--- config.mk ---
export PLATFORM = sky130hd
export DESIGN_NAME = tdm_mux_8_1
export DESIGN_NICKNAME = d
export VERILOG_FILES = /design/src/rtl/tdm_mux_8_1.sv
export SDC_FILE = /design/constraint.sdc
export NUM_CORES = 1
export LEC_CHECK = 0
export ABC_AREA = 1
export BUFFER_PORTS_ARGS = -buffer_cell sky130_fd_sc_hd__buf_2
export CORE_MARGIN = 2
export CORE_UTILIZATION = 30
export CTS_BUF_LIST = sky130_fd_sc_hd__clkbuf_4
export CTS_CLUSTER_DIAMETER = 60
export DETAILED_ROUTE_END_ITERATION = 10
export PLACE_DENSITY = 0.48
export SETUP_SLACK_MARGIN = 0.2
export SYNTH_ARGS = -nofsm -noshare
export SYNTH_HDL_FRONTEND = slang
export SYNTH_SLANG_ARGS = --single-unit
export TNS_END_PERCENT = 30
--- constraint.sdc ---
create_clock -name clk_i -period 1.38 [get_ports clk_i]
set_input_delay 0.138 -clock clk_i [delete_from_list [all_inputs] [get_ports clk_i]]
set_output_delay 0.138 -clock clk_i [all_outputs]
set_load 0.05 [all_outputs]
--- src/rtl/tdm_mux_8_1.sv ---
// Time-division 8:1 serializer: latches an 8-bit word and emits it LSB-first on y with slot select s.
// Latency: slot 0 appears the cycle after the accepting edge; a frame lasts 8 (9 with parity) * SLOT_CYCLES cycles.
// Backpressure: in_ready_o is high in IDLE or on the last frame cycle only; a held in_valid_i is never dropped or duplicated.
//
// Ports:
//   clk_i, rst_i        : clock, synchronous active-high reset
//   in_valid_i/_ready_o : word handshake; d_i sampled when both are high
//   y_o, s_o, y_valid_o : serial bit, its slot index, slot-valid flag
//   frame_start_o       : high for every cycle of slot 0
//   frame_end_o         : high on the final cycle of the frame
//   p_slot_o            : high during the parity slot
// Optional feature: define TDM_PARITY_EN to append a ninth even-parity slot (s=7, p_slot=1).
module tdm_mux_8_1 #(
   parameter int unsigned SLOT_CYCLES = 1   // cycles per slot, 1..256
) (
   input  logic       clk_i,
   input  logic       rst_i,
   input  logic       in_valid_i,
   output logic       in_ready_o,
   input  logic [7:0] d_i,
   output logic       y_o,
   output logic [2:0] s_o,
   output logic       y_valid_o,
   output logic       frame_start_o,
   output logic       frame_end_o,
   output logic       p_slot_o
);

   localparam int unsigned   PCW    = (SLOT_CYCLES > 1) ? $clog2(SLOT_CYCLES) : 1;
   localparam logic [PCW-1:0] PC_MAX = PCW'(SLOT_CYCLES - 1);

   typedef enum logic {IDLE, SEND} state_t;

   state_t         state_q, state_d;
   logic [7:0]     w_q, w_d;
   logic [2:0]     slot_q, slot_d;
   logic [PCW-1:0] pc_q, pc_d;
   logic           slot_end;
   logic           last;
   logic           accept;

   assign slot_end = (state_q == SEND) && (pc_q == PC_MAX);

`ifdef TDM_PARITY_EN
   // The slot counter stays at 7 through the parity slot; par_q marks it.
   logic par_q, par_d;
   assign last = slot_end && par_q;
`else
   assign last = slot_end && (slot_q == 3'd7);
`endif

   assign in_ready_o = (state_q == IDLE) || last;
   assign accept     = in_valid_i && in_ready_o;

   // Next-state logic
   always_comb begin
      state_d = state_q;
      w_d     = w_q;
      slot_d  = slot_q;
      pc_d    = pc_q;
`ifdef TDM_PARITY_EN
      par_d   = par_q;
`endif
      if (accept) begin
         state_d = SEND;
         w_d     = d_i;
         slot_d  = 3'd0;
         pc_d    = '0;
`ifdef TDM_PARITY_EN
         par_d   = 1'b0;
`endif
      end else if (state_q == SEND) begin
         if (last) begin
            state_d = IDLE;
            slot_d  = 3'd0;
            pc_d    = '0;
`ifdef TDM_PARITY_EN
            par_d   = 1'b0;
`endif
         end else if (slot_end) begin
            pc_d = '0;
`ifdef TDM_PARITY_EN
            if (slot_q == 3'd7) par_d  = 1'b1;
            else                slot_d = slot_q + 3'd1;
`else
            slot_d = slot_q + 3'd1;
`endif
         end else begin
            pc_d = pc_q + PCW'(1);
         end
      end
   end

   // Output decode
   always_comb begin
      y_o           = 1'b0;
      s_o           = 3'd0;
      y_valid_o     = 1'b0;
      frame_start_o = 1'b0;
      p_slot_o      = 1'b0;
      frame_end_o   = last;
      if (state_q == SEND) begin
         y_valid_o     = 1'b1;
         s_o           = slot_q;
         y_o           = w_q[slot_q];
         frame_start_o = (slot_q == 3'd0);
`ifdef TDM_PARITY_EN
         if (par_q) begin
            y_o           = ^w_q;
            p_slot_o      = 1'b1;
            frame_start_o = 1'b0;
         end
`endif
      end
   end

   always_ff @(posedge clk_i) begin
      if (rst_i) begin
         state_q <= IDLE;
         w_q     <= 8'd0;
         slot_q  <= 3'd0;
         pc_q    <= '0;
`ifdef TDM_PARITY_EN
         par_q   <= 1'b0;
`endif
      end else begin
         state_q <= state_d;
         w_q     <= w_d;
         slot_q  <= slot_d;
         pc_q    <= pc_d;
`ifdef TDM_PARITY_EN
         par_q   <= par_d;
`endif
      end
   end

endmodule

# Yosys cells after proc, flatten, opt, wreduce, memory -nomap -nowiden
# Cells that the tools add are included.
[totals]
ff_bits = 13
inputBits = 11
output_inout_bits = 9
elab_cells = 31
[op_classes]
n_addsub = 2
order_cmp = 1
n_eq_ne = 1
muxes = 13
bitwise = 2
n_reduce_logical = 8
[ops]
columns = ["cell", "n"]
rows = [
  ["1-bit 2-to-1 mux", 9],
  ["3-bit 2-to-1 mux", 3],
  ["3-bit by 4-bit < comparator with 1-bit output, second input constant", 1],
  ["3-bit by 1-bit adder with 3-bit output, second input constant", 1],
  ["1-bit binary-select mux with 3-bit select", 1],
  ["3-bit equality test, second input constant", 1],
  ["1-bit logical AND", 3],
  ["3-bit logical NOT", 1],
  ["1-bit inverter", 2],
  ["2-bit AND reduction", 1],
  ["2-bit nonzero test", 1],
  ["2-bit OR reduction", 1],
  ["1-bit adder, second input constant", 1],
  ["1-bit logical OR", 1],
]

# Longest topological paths before layout
# Gate-level depths: netlist (run 1).
[depth]
depth_word = 6
mapped_depth = 7
mapped_depth_nobuf = 7

# Worst setup path before layout (run 1)
# No wires, ideal clock.
[synth_path]
path_type = "reg2out"
from = "register state_q"
to = "output y_o"
arrival_ps = 1717
t_required_ps = 1242
setup_slack_ps = -475
path_stages_with_launch = 6
n_path_buf = 1
path_cell_list = "dfxtp_1 clkbuf_2 nand2_1 inv_1 nand2_1 nand2_1"
[synth_via]
elab_chain_len = 1
[synth_rtl]
columns = ["element", "line", "source"]
rows = [
  ["from (decl)", "34", "state_t state_q, state_d;"],
  ["from (signal assigned)", "127", "state_q <= state_d;"],
  ["1-bit 2-to-1 mux", "102", "if (state_q == SEND) begin"],
  ["to (decl)", "21", "output logic y_o,"],
]
# Every way passes these cells.

# Worst setup path after layout (run 1)
[layout_path]
from = "register slot_q[0]"
to = "output y_o"
[layout_via]
elab_chain_len = 3
[layout_rtl]
columns = ["element", "line", "source"]
rows = [
  ["from (decl)", "36", "logic [2:0] slot_q, slot_d;"],
  ["from (signal assigned)", "129", "slot_q <= slot_d;"],
  ["1-bit binary-select mux with 3-bit select", "105", "y_o = w_q[slot_q];"],
  ["1-bit 2-to-1 mux (not written as such)", "105", ""],
  ["1-bit 2-to-1 mux", "102", ""],
]
# Every way passes these cells. The select of a mux whose other input is x is not followed.

==> results of run 1 <==
## cells in the mapped netlist
cell,count
buf_6,1
inv_2,1
buf_4,2
clkinv_1,1
buf_2,1
nand2_1,33
a21oi_1,10
o21ai_4,1
nand3_1,12
nor2_1,14
ha_1,3
clkbuf_2,1
dfxtp_1,13
o21ai_0,2
nand4_1,1
inv_1,29
conb_1,1
## power by group through the flow
stage	clock network [uW]	registers [uW]	logic [uW]
after floorplan	0	427	168
after global placement	0	426	213
after detailed placement	0	427	215
after CTS	262	419	244
after global routing	285	422	311
final	256	419	281
## per-stage QoR
step / hold slack [ps] / setup WS [ps] / area [um^2] / setup TNS (ps)
floorplan: 197.4 / 71.58 / 882.1 / 0
global placement: 309.3 / 33.87 / 1006 / 0
detailed placement: 314.5 / 21.53 / 1006 / 0
CTS: 24.94 / -47.49 / 1129 / -336.3
global route: 18.99 / -124.2 / 1252 / -863.1
finish: 32.66 / -42.04 / 1252 / -156.8
## per-layer routing
layer / global-route usage [%] / vias up / wire, um
li1: - / 431 / -
met4: 7.500 / 0 / 39
met1: 18.32 / 336 / 922
met3: 3.005 / 5 / 80
met2: 21.63 / 20 / 799
met5: 0 / - / 0
## final timing paths
kind,from,endpoint,cells after the start
setup / recovery,slot_q[0],y_o,8
hold / removal,rst_i,state_q,2
setup reg to reg,slot_q[0],w_q[0],9
hold reg to reg,w_q[7],w_q[7],2
## registers in the layout, summed over array words and instances (netlist names)
register,cells
w_q,8
slot_q,3
pc_q,1
state_q,1
## timing repair
action	CTS	global route
setup buffers	2	2
hold endpoints to repair	0	0
endpoints found under the setup margin	19	19
gates cloned	0	1
pin swaps	3	11
resized for setup	26	23
## logic make-up (layout without fill, tap and decap cells)
kind of cell,after synthesis,count (layout)
simple gates,60,60
fa+ha+maj,3,3
compound gates,13,13
flops,13,13
buf+inv,36,63
other cells,1,1
## worst reg2reg max path, cell delays in order, from the launching register on
cell	delay [ps]
dfxtp_4	370
ha_4	130
ha_4	130
inv_4	40
o21ai_4	150
buf_6	160
buf_12	120
nand3_1	60
nand2_1	70
nor2_1	50
## final cells by class
cell class	count	area (um^2)	share of cell area (%)
Clock buffer	4	30.03	2.398
Inverter	31	136.4	10.89
Multi-Input combinational cell	77	514.2	41.06
Sequential cell	13	272.8	21.78
Tap cell	30	37.54	2.997
Timing Repair Buffer	28	261.5	20.88
==> impl_metrics.yaml, run 1 <==
outcome:
  violations: "setup timing"
  status: "finished with violations"
timing:
  fmax_mhz: 703.2
  slew_violations: 0
  setup_viol: 4
  worst_slack_ps: -42.04
  clock_skew_ps: 3.091
  finalHoldViolCount: 0
  rsz0062_at_grt: "yes"
  fin_crit_sh_pct: 103.0
  min_period_ps: 1422
logic_synthesis:
  synth_cell_type_count: 17
  ys_top_cells_by_area: "dfxtp_1 34%, nand2_1 16%, inv_1 14%"
  ys_ff_latch: 13
  synth-warning-count: 0
  yosysSeqAreaShare_pct: 33.66
  synth-simple-area-share_pct: 31.39
  synth_compound_gate_area_share_pct: 9.871
  synthMuxAreaShare_pct: 0
  synth_top_family_by_area: "simple AND/OR/NAND/NOR gates"
  synth_top_area_share_pct: 33.66
  synth_largest_area_cell: "dfxtp_1"
  synth-adder-area-share_pct: 4.854
  synth_xor_area_share_pct: 0
  syn_area_per_cell_um2: 6.137
  synth_nets: 140
  synth_cells: 126
  netlist_area_um2: 773.2
critical_path:
  slowest_stage: "dfxtp_4"
  start_kind: "flop"
  critical_path_class: "flop to output pin"
  cpMostUsedCell: "nand2_2"
  critical_path_required_ps: 1240
  cpPeakStageDelay_ps: 370
  path_cells: "buf_6 > inv_8 > nand2_2 > nand3_2 > nand2_2 > nand2_2 > nand2_4 > buf_8"
  cpLargestDelayFamily: "flip-flops"
  cp_max_fo: 6
  r2r_setup_slack_ps: 0
  critPathBufInv: 3
  cp-end-kind: "output pin"
  arrival_ps: 1280
clock_network:
  cts_buffer_depth: 2
  h-tree-depth: 1
  clockRootBuffer: "clkbuf_4"
  cts_buffers: 3
  clkTransAtPathRegs_ps: 80
  cts_tree: "built"
  insertion_delay_ps: 270
  cts_sinks: 13
  cts_hold_buf: 0
finish:
  final_cells: 183
  diodes: 0
  utilization_pct: 51.02
  mostFrequentLayoutCells: "25 x inv_1, 21 x nand2_1, 13 x nor2_1"
  area_growth_pct: 61.97
  final_common_cell: "inv_1"
  layout.nets: 168
  drive_gt1_share_pct: 49.02
  n_fill_cell: 247
detailed_routing:
  dr.pass1.iters: 4
  vias: 792
  avgRoutedWirePerCell_um: 10.06
  drt_iter0_markers: 1
  vias_per_cell: 4.328
  detail-route-antenna-nets: 0
  drc: 0
  finalWirelength_um: 1841
global_route:
  grt_use_total_pct: 14.12
  grt_max_degree: 19
  antenna_found_initial: 0
  grt_pass1_vias: 712
  grt_pass1_wl_um: 3001
  grt.overflow.total: 0
power:
  power_density_nw_per_um2: 762.9
  clock_power_share_pct: 26.7
  p_comb_share_pct: 29.4
  switching_share_pct: 32.40
  ir_drop_mv: 0.4499
  pwr-share-seq_pct: 43.8
  power.internal_uw: 645.9
  power_uw: 955.5
  power_switching_uw: 309.6
  cellLeakagePower_uw: 0.0006056
place:
  dp_cells: 174
  hpwl_um: 1346
  numPortBuffers: 18
  place_congestion: 0.8105
job:
  maxCapViolCount: 0
floorplanning:
  io_pins: 20
  die_y_um: 54.77
  coreArea_um2: 2455
  start_util_pct: 31.50
  die_area_um2: 3000
  die_w_um: 54.77
  num_rows: 18
hold_path:
  hp-class: "input pin to flop"
Note: power is estimated with default switching activity, not from simulation.
==> run 2, diff against run 1 <==
--- a/config.mk
+++ b/config.mk
@@ -14,6 +14,7 @@
 export DETAILED_ROUTE_END_ITERATION = 10
 export PLACE_DENSITY = 0.48
 export SETUP_SLACK_MARGIN = 0.2
+export SKIP_CTS_REPAIR_TIMING = 1
 export SYNTH_ARGS = -nofsm -noshare
 export SYNTH_HDL_FRONTEND = slang
 export SYNTH_SLANG_ARGS = --single-unit
==> run 2 against run 1 <==
The flow still finishes with violations (setup timing). Clock power about the same. Clock skew up 0.51 ps. Worst setup slack worse by 120 ps. Core utilization down 1.3 points. Register-to-register slack worse by 50 ps. Die area unchanged. Largest power group unchanged. Highest routed layer unchanged.
==> impl_metrics.yaml, run 2 (same netlist as run 1, synthesis figures left out) <==
critical_path:
  start_kind: "flop"
  worstReg2RegEnd: "w_q[2]"
  cpPeakStageDelay_ps: 370
  reg2reg_depth: 9
  path_cells: "buf_6 > clkinvlp_4 > nand2_1 > nand3_1 > nand2_1 > nand2_2 > nand2_4 > buf_8"
  arrival_ps: 1410
  r2r-start: "slot_q[0]"
  cp-end-kind: "output pin"
  r2r_setup_slack_ps: -50
  cp_max_fo: 6
  cp-startpoint: "slot_q[0]"
  cpLargestDelayFamily: "buffers and inverters"
  critical_path_required_ps: 1240
  critical_path_class: "flop to output pin"
  cp.depth: 8
  cpMostUsedCell: "nand2_1"
  slowest_stage: "dfxtp_4"
  critPathCapture: "y_o"
  critPathBufInv: 3
timing:
  rsz0062_at_grt: "yes"
  setup_viol: 10
  slew_violations: 0
  fmax_mhz: 647.4
  min_period_ps: 1545
  fin_crit_sh_pct: 111.9
  finalHoldViolCount: 0
  clock_skew_ps: 3.598
  worst_slack_ps: -164.6
power:
  ir_drop_mv: 0.4484
  power.internal_uw: 639.7
  cellLeakagePower_uw: 0.0006103
  switching_share_pct: 31.97
  power_density_nw_per_um2: 770.1
  p_comb_share_pct: 28.2
  clock_power_share_pct: 27.3
  power_switching_uw: 300.7
  power_uw: 940.4
  pwr-share-seq_pct: 44.5
finish:
  reg_top3: "w_q (8), slot_q (3)"
  layout.nets: 169
  regMostFlops: "w_q"
  final_area_um2: 1221
  diodes: 0
  n_fill_cell: 252
  mostFrequentLayoutCells: "26 x nand2_1, 24 x inv_1, 13 x nor2_1"
  area_growth_pct: 57.93
  largest_reg_flops: 8
  drive_gt1_share_pct: 46.10
  utilization_pct: 49.75
  final_common_cell: "nand2_1"
place:
  postPlaceCellArea_um2: 1006
  numPortBuffers: 18
  hpwl_um: 1346
  place_congestion: 0.8105
global_route:
  antenna_found_initial: 0
  grt_use_total_pct: 13.49
  grt_pass1_wl_um: 2849
  grt.overflow.total: 0
  grt_max_degree: 19
  grt_pass1_vias: 666
detailed_routing:
  dr.pass1.iters: 4
  drc: 0
  vias: 808
  drt_iter0_markers: 7
  avgRoutedWirePerCell_um: 9.967
  finalWirelength_um: 1834
  vias_per_cell: 4.391
  detail-route-antenna-nets: 0
clock_network:
  clockRootBuffer: "clkbuf_4"
  cts_buffer_depth: 2
  cts_buffers: 3
  h-tree-depth: 1
  clkTransAtPathRegs_ps: 80
  insertion_delay_ps: 280
  cts_sinks: 13
  cts_tree: "built"
job:
  maxCapViolCount: 0
floorplanning:
  start_util_pct: 31.50
  io_pins: 20
  die_area_um2: 3000
  die_y_um: 54.77
  die_w_um: 54.77
  num_rows: 18
  coreArea_um2: 2455
outcome:
  status: "finished with violations"
  violations: "setup timing"
hold_path:
  hp-class: "input pin to flop"
-- run 2: changes by cell type in the layout (fill, tap and decap cells not counted), moves of 2 or more --
cell	change
inv_2	+2
nand3_1	+3
buf_4	+2
nand2_2	-5
nand3_2	-3
buf_6	-2
nand2_1	+5
-- run 2: final cells by class --
type	count	area (um^2)	area share, %
Clock buffer	4	30.03	2.459
Inverter	31	130.1	10.66
Multi-Input combinational cell	77	480.5	39.34
Sequential cell	13	274.0	22.44
Tap cell	30	37.54	3.074
Timing Repair Buffer	29	269.0	22.03
-- run 2: how the worst min path moves through the flow --
| stage | to | startpoint | cells past startpoint | slack, ps |
|---|---|---|---|---|
| finish | state_q | rst_i | 2 | 30 |
| global route | state_q | rst_i | 2 | 20 |
| CTS | state_q | rst_i | 2 | 20 |
| detailed placement | state_q | rst_i | 2 | 310 |
| global placement | state_q | rst_i | 2 | 310 |
| floorplan | state_q | rst_i | 1 | 200 |
-- run 2: power by group through the flow --
stage	Sequential (uW)	Combinational, uW	Clock [uW]
after global placement	426	213	0
after detailed placement	427	215	0
after floorplan	427	168	0
final	418	265	257
after CTS	418	216	262
after global routing	421	295	285
-- run 2: metal layers --
metal	GRT usage, %	wire, um
met5	0	0
met4	7.500	40
met3	3.005	87
met2	19.44	825
met1	18.32	881
-- run 2: worst reg2reg max path: stages, from the launching register on --
cell and delay (ps):
dfxtp_4 370, ha_4 130, ha_4 150, inv_4 40
o21ai_4 180, buf_4 150, buf_4 130, nand3_1 60
nand2_1 70, nor2_1 50
-- run 2: stage by stage --
stage | setup TNS [ps] | std cells | hold WS [ps] | setup WS (ps)
after CTS | -845.9 | 178 | 24.94 | -260.5
after detailed placement | 0 | 174 | 314.5 | 21.53
after global placement | 0 | 174 | 309.3 | 33.87
final | -476.4 | 184 | 31.17 | -164.6
after floorplan | 0 | 126 | 197.4 | 71.58
after global routing | -1311 | 184 | 19.03 | -252.8
